File: src/rtl/imm_extend_pipe_if.sv
// rtl/imm_extend_pipe_if.sv - input/output handshake bundle for the immediate extender
// The extender sits on the slave side; the producer/consumer on the master side.
interface imm_extend_pipe_if #(
  parameter int IN_W  = 16,
  parameter int OUT_W = 32
);
  logic             in_valid_i;
  logic             in_ready_o;
  logic [1:0]       mode_i;
  logic [IN_W-1:0]  data_i;
  logic             out_valid_o;
  logic             out_ready_i;
  logic [OUT_W-1:0] data_o;

  modport slave (
    input  in_valid_i, mode_i, data_i, out_ready_i,
    output in_ready_o, out_valid_o, data_o
  );

  modport master (
    output in_valid_i, mode_i, data_i, out_ready_i,
    input  in_ready_o, out_valid_o, data_o
  );
endinterface

File: src/rtl/imm_extend_pipe.sv
// rtl/imm_extend_pipe.sv - immediate extender feeding a 2-entry output FIFO
// Extension is computed at acceptance; data_o is the FIFO head entry.
module imm_extend_pipe #(
  parameter int IN_W  = 16,
  parameter int OUT_W = 32,
  parameter int SHAMT = 2
) (
  input  logic              clk_i,
  input  logic              rst_i,
  input  logic              flush_i,
  imm_extend_pipe_if.slave  bus
);

  generate
    if (OUT_W < IN_W + SHAMT) begin : g_bad_params
      $error("imm_extend_pipe: OUT_W must be at least IN_W+SHAMT");
    end
  endgenerate

  typedef enum logic [1:0] {
    EMPTY = 2'd0,
    ONE   = 2'd1,
    FULL  = 2'd2
  } state_e;

  state_e           state_q;
  logic             out_valid_q;
  logic             in_ready_q;
  logic             wr_ptr_q;
  logic             rd_ptr_q;
  logic [OUT_W-1:0] mem_q [2];
  logic [OUT_W-1:0] ext_d;
  logic [OUT_W-1:0] sext;
  logic             accept;
  logic             consume;

  always_comb begin
    sext  = OUT_W'($signed(bus.data_i));
    ext_d = '0;
    case (bus.mode_i)
      2'b00:   ext_d = sext;
      2'b01:   ext_d = OUT_W'(bus.data_i);
      2'b10:   ext_d = OUT_W'(bus.data_i) << (OUT_W - IN_W);
      default: ext_d = sext << SHAMT;
    endcase
  end

  assign accept  = bus.in_valid_i && in_ready_q && !flush_i;
  assign consume = out_valid_q && bus.out_ready_i && !flush_i;

  // Reset outranks flush, which outranks any accept/consume in the same cycle.
  always_ff @(posedge clk_i) begin
    if (rst_i) begin
      state_q     <= EMPTY;
      out_valid_q <= 1'b0;
      in_ready_q  <= 1'b1;
      wr_ptr_q    <= 1'b0;
      rd_ptr_q    <= 1'b0;
      for (int i = 0; i < 2; i++) mem_q[i] <= '0;
    end else if (flush_i) begin
      state_q     <= EMPTY;
      out_valid_q <= 1'b0;
      in_ready_q  <= 1'b1;
      wr_ptr_q    <= 1'b0;
      rd_ptr_q    <= 1'b0;
    end else begin
      if (accept) begin
        mem_q[wr_ptr_q] <= ext_d;
        wr_ptr_q        <= ~wr_ptr_q;
      end
      if (consume) rd_ptr_q <= ~rd_ptr_q;
      case (state_q)
        EMPTY: begin
          if (accept) begin
            state_q     <= ONE;
            out_valid_q <= 1'b1;
          end
        end
        ONE: begin
          if (accept && !consume) begin
            state_q    <= FULL;
            in_ready_q <= 1'b0;
          end else if (!accept && consume) begin
            state_q     <= EMPTY;
            out_valid_q <= 1'b0;
          end
        end
        FULL: begin
          if (consume) begin
            state_q    <= ONE;
            in_ready_q <= 1'b1;
          end
        end
        default: begin
          state_q     <= EMPTY;
          out_valid_q <= 1'b0;
          in_ready_q  <= 1'b1;
        end
      endcase
    end
  end

  assign bus.in_ready_o  = in_ready_q;
  assign bus.out_valid_o = out_valid_q;
  assign bus.data_o      = mem_q[rd_ptr_q];

endmodule

File: src/flat_wrapper.sv
// flat-port wrapper written by rule: the top's interface ports become plain ports
module imm_extend_pipe_flat 
#(
  parameter int IN_W  = 16,
  parameter int OUT_W = 32,
  parameter int SHAMT = 2
)
  (clk_i, rst_i, flush_i, bus_in_valid_i, bus_mode_i, bus_data_i, bus_out_ready_i, bus_in_ready_o, bus_out_valid_o, bus_data_o);
  imm_extend_pipe_if #(.IN_W(IN_W), .OUT_W(OUT_W)) bus_i ();
  input  logic clk_i;
  input  logic rst_i;
  input  logic flush_i;
  input wire logic [$bits(bus_i.in_valid_i)-1:0] bus_in_valid_i;
  input wire logic [$bits(bus_i.mode_i)-1:0] bus_mode_i;
  input wire logic [$bits(bus_i.data_i)-1:0] bus_data_i;
  input wire logic [$bits(bus_i.out_ready_i)-1:0] bus_out_ready_i;
  output wire logic [$bits(bus_i.in_ready_o)-1:0] bus_in_ready_o;
  output wire logic [$bits(bus_i.out_valid_o)-1:0] bus_out_valid_o;
  output wire logic [$bits(bus_i.data_o)-1:0] bus_data_o;
  assign bus_i.in_valid_i = bus_in_valid_i;
  assign bus_i.mode_i = bus_mode_i;
  assign bus_i.data_i = bus_data_i;
  assign bus_i.out_ready_i = bus_out_ready_i;
  assign bus_in_ready_o = bus_i.in_ready_o;
  assign bus_out_valid_o = bus_i.out_valid_o;
  assign bus_data_o = bus_i.data_o;
  imm_extend_pipe #(.IN_W(IN_W), .OUT_W(OUT_W), .SHAMT(SHAMT)) u_core (.clk_i(clk_i), .rst_i(rst_i), .flush_i(flush_i), .bus(bus_i));
endmodule
File: config.mk
export PLATFORM = sky130hd
export DESIGN_NAME = imm_extend_pipe_flat
export DESIGN_NICKNAME = d
export VERILOG_FILES = /design/src/rtl/imm_extend_pipe_if.sv /design/src/rtl/imm_extend_pipe.sv /design/src/flat_wrapper.sv
export SDC_FILE = /design/constraint.sdc
export NUM_CORES = 1
export LEC_CHECK = 0
export CORE_MARGIN = 5
export CORE_UTILIZATION = 50
export DETAILED_ROUTE_END_ITERATION = 7
export DONT_BUFFER_PORTS = 1
export GPL_ROUTABILITY_DRIVEN = 0
export GPL_TIMING_DRIVEN = 0
export PLACE_DENSITY_LB_ADDON = 0.1
export SETUP_SLACK_MARGIN = 0.2
export SYNTH_ARGS = -nofsm -noshare
export SYNTH_HDL_FRONTEND = slang
export SYNTH_SLANG_ARGS = --single-unit
File: constraint.sdc
create_clock -name clk_i -period 6.6 [get_ports clk_i]
set_input_delay 1.32 -clock clk_i [delete_from_list [all_inputs] [get_ports clk_i]]
set_output_delay 1.32 -clock clk_i [all_outputs]
set_load 0.01 [all_outputs]
==> summary.md <==
The number of DRC violations after detailed routing was 0; the reported max-cap violation count was 0. CTS placed an instance of sky130_fd_sc_hd__clkbuf_8 at the clock tree root. The average cell area after synthesis is 12.1 µm², and the detail-routed net length per standard cell is 18.8 µm.

The run gives 5 as the number of detailed-route iterations in the first pass. Clock-pin slew was measured on the worst setup and hold paths at 70 ps. During placement, the flow inserted port buffers numbering 0.

The final critical path time including I/O delays and setup was 2910 ps; the die span in y was 92.7 µm. The final cycle utilization of the critical path was 0.441. The netlist uses 32 different library cells.

The run gives 0 as the diode insertion count for antenna repair. TritonCTS built the clock tree. The first routing iteration left 110 violations.

The run gives 0 as the number of antenna violations at the first check in global routing. After routing, the total negative slack on setup checks comes to 0 ps. The initial standard-cell utilization of the core was 0.509. The region available for standard cell placement spans 6720 µm². The part of the Yosys area used for sequential elements was 0.603; the placed cell count was 365. The die covers 8600 µm². STA puts the critical path data required time at 6570 ps. The initialized floorplan defines 30 standard-cell rows. Wires add up to 7160 µm. The analysis attributes to cell leakage a power of 1.37 nW.

Counting the buffers created by CTS gives 9. Setup repair after global routing left no endpoint under its margin. The fraction of layout instances using a drive strength above 1 is 0.269, and the setup skew after layout is 6.11 ps. Detailed routing inserted a total of 2127 vias.

Setup violations remaining at the end of the flow were counted as 0. The first global-routing pass estimated 11400 µm of wire. The logs give 0.563 for the fraction of the core area covered by cells at the end of the flow and 0 for the global-route congestion overflow total.

In this run the cell area of the synthesized design comes to 3420 µm². STA classifies the critical path endpoint as a flop. STA classifies the critical path startpoint as a primary input.

Once the clock tree was built, the resizer swapped 0 gates to a different size. Measured along the x axis, the die boundary spans 92.7 µm. Power per standard cell area: 259 nW/µm². The tools report the worst-case clock buffer depth as 2. After the flow finishes, the layout carries non-filler instances totaling 381. The max-slew violation count is 0, and the aggregate global-route resource usage is 0.177. The instance count of the mapped netlist is 283. For the normalized max-slew margin, the log shows 0.448. Buffers added to address setup during post-CTS repair amount to 0.

The run finished with clean final reports. The pin slew with the least headroom to its limit works out to 824 ps. Synthesis inferred 71 register bits. The number of hold violations in the final report was 0; the count of yosys warnings during synthesis was 0.

Hold repair after CTS inserted 0 buffers. The final worst hold slack came out at 506 ps. Of all nets on the critical path, the largest fanout is 32.

Derived from the worst setup path, the maximum achievable clock frequency is 344 MHz. Entering global routing, the biggest net connects 33 pins. The category of the critical setup timing path was in2reg. Using the TritonRoute via totals, the vias-per-cell ratio works out to 5.58. From synthesis to final layout, the design area changed by 10.6%. At the worst endpoint, the arrival time is 2880 ps. IR analysis of the VDD net gives a maximum drop of 0.146 mV. The min-delay analysis places its worst path in the category reg2reg. The net count of the finished layout is 319. The clock drives 71 sinks. The tools report the insertion delay of the later-clocked pin in the worst-skew pair as 350 ps. The count of nets left with antenna violations once routing finished came out at 0. The post-detailed-placement half-perimeter wirelength came out at 5080 µm. 57 I/O pins were placed. Counting every net in the synthesized netlist gives 306. In this run the number of H-tree levels came out at 3. The tools report the number of global-route vias before repair as 2163.
-- worst paths after layout --
check,end,cells past startpoint,slack [ps],from
worst max-delay path,u_core.mem_q[1][21],4,3690,flush_i
worst min register to register,flop,2,510,u_core.rd_ptr_q
worst max register to register,u_core.mem_q[1][21],3,4360,u_core.bus.in_ready_o
worst min-delay path,flop,2,510,u_core.rd_ptr_q
-- layer usage --
| layer | vias up | track usage | wire (µm) |
|---|---|---|---|
| li1 | 1027 | - | - |
| met1 | 1025 | 0.222 | 3100 |
| met2 | 67 | 0.269 | 3390 |
| met3 | 8 | 0.0764 | 553 |
| met4 | 0 | 0.0684 | 113 |
| met5 | - | 0 | 0 |
-- cell type report --
cell class              instances  area [µm²]
plain buffers                  20         120
clock buffers                  11         131
clock inverters                 5        72.6
fillers                       590        2930
inverters                       4        15.0
multi-input cells             188        1240
flip-flops and latches         71        2060
well taps                      80         100
repair buffers                  2        42.5
-- cell usage in the layout (no fill, tap or decap), types with 2 or more instances in the layout --
cell type,count
sky130_fd_sc_hd__a21oi_1,30
sky130_fd_sc_hd__a31oi_1,2
sky130_fd_sc_hd__buf_2,8
sky130_fd_sc_hd__buf_6,3
sky130_fd_sc_hd__buf_8,2
sky130_fd_sc_hd__bufinv_16,2
sky130_fd_sc_hd__clkbuf_1,9
sky130_fd_sc_hd__clkbuf_8,9
sky130_fd_sc_hd__clkinv_1,2
sky130_fd_sc_hd__dfxtp_1,7
sky130_fd_sc_hd__edfxtp_1,64
sky130_fd_sc_hd__inv_1,4
sky130_fd_sc_hd__mux2_2,47
sky130_fd_sc_hd__nand2_1,3
sky130_fd_sc_hd__nand2b_1,2
sky130_fd_sc_hd__nor2_1,66
sky130_fd_sc_hd__nor2_2,4
sky130_fd_sc_hd__nor2b_1,15
sky130_fd_sc_hd__xor2_1,2
-- through the flow --
step           instance area, µm²  setup WS [ps]  power (W)
6_report                     3780           3690   0.000979
5_1_grt                      3780           3530    0.00102
4_1_cts                      3780           3660   0.000986
3_5_place_dp                 3580           3290   0.000627
3_3_place_gp                 3520            757   0.000622
2_1_floorplan                3420           2240   0.000602
-- critical path, cell delays in order --
cell                       delay [ps]
sky130_fd_sc_hd__nor2_1           170
sky130_fd_sc_hd__nand4_1          290
sky130_fd_sc_hd__clkbuf_1         370
sky130_fd_sc_hd__nand2_2          710
-- logic make-up (layout without fill, tap and decap cells) --
group	count (synthesis)	in the layout	synth area share
simple gates	100	100	0.135
flops	71	71	0.603
mux	47	47	0.155
compound gates	39	39	0.0636
xor+xnor	2	2	0.00512
buf+inv	24	42	0.0395
-- where the power goes --
group / internal [W] / total, W / switching, W / leakage, nW
logic: 0.0000385 / 0.0000955 / 0.0000570 / 0.547
registers: 0.000513 / 0.000520 / 0.00000678 / 0.725
clock network: 0.000210 / 0.000363 / 0.000153 / 0.102
-- synth_stat cells --
cell type                  instances  area, µm²
sky130_fd_sc_hd__clkbuf_1          7       26.3
sky130_fd_sc_hd__clkbuf_2          1       5.00
sky130_fd_sc_hd__or2_1             1       6.26
sky130_fd_sc_hd__xor2_1            2       17.5
sky130_fd_sc_hd__nand2b_1          2       12.5
sky130_fd_sc_hd__and3_1            1       6.26
sky130_fd_sc_hd__nor2b_1          15       93.8
sky130_fd_sc_hd__nand2_1           4       15.0
sky130_fd_sc_hd__o21ai_0           1       5.00
sky130_fd_sc_hd__and3b_1           1       8.76
sky130_fd_sc_hd__a21oi_1          30        150
sky130_fd_sc_hd__nor3b_2           1       12.5
sky130_fd_sc_hd__o31ai_1           2       15.0
sky130_fd_sc_hd__mux2_2           47        529
sky130_fd_sc_hd__nand3_1           1       5.00
sky130_fd_sc_hd__nand4_1           1       6.26
sky130_fd_sc_hd__and2_1            1       6.26
sky130_fd_sc_hd__buf_8             1       15.0
sky130_fd_sc_hd__dfxtp_1           7        140
sky130_fd_sc_hd__a311oi_1          1       8.76
sky130_fd_sc_hd__buf_2             8       40.0
sky130_fd_sc_hd__nor2_2            4       25.0
sky130_fd_sc_hd__nand4b_1          1       8.76
sky130_fd_sc_hd__or3_1             1       6.26
sky130_fd_sc_hd__o21bai_1          1       7.51
sky130_fd_sc_hd__a31oi_1           2       12.5
sky130_fd_sc_hd__buf_6             3       33.8
sky130_fd_sc_hd__a211o_1           1       8.76
sky130_fd_sc_hd__nor2_1           66        248
sky130_fd_sc_hd__a311o_1           1       10.0
sky130_fd_sc_hd__edfxtp_1         64       1920
sky130_fd_sc_hd__inv_1             4       15.0
-- state kept, by name, summed over array words and instances (netlist names), named ones only --
register,count
u_core.state_q,2
u_core.rd_ptr_q,1
u_core.mem_q,64
u_core.bus.out_valid_o,1
u_core.bus.in_ready_o,1
u_core.wr_ptr_q,1
Power figures use the tool's default switching activity.
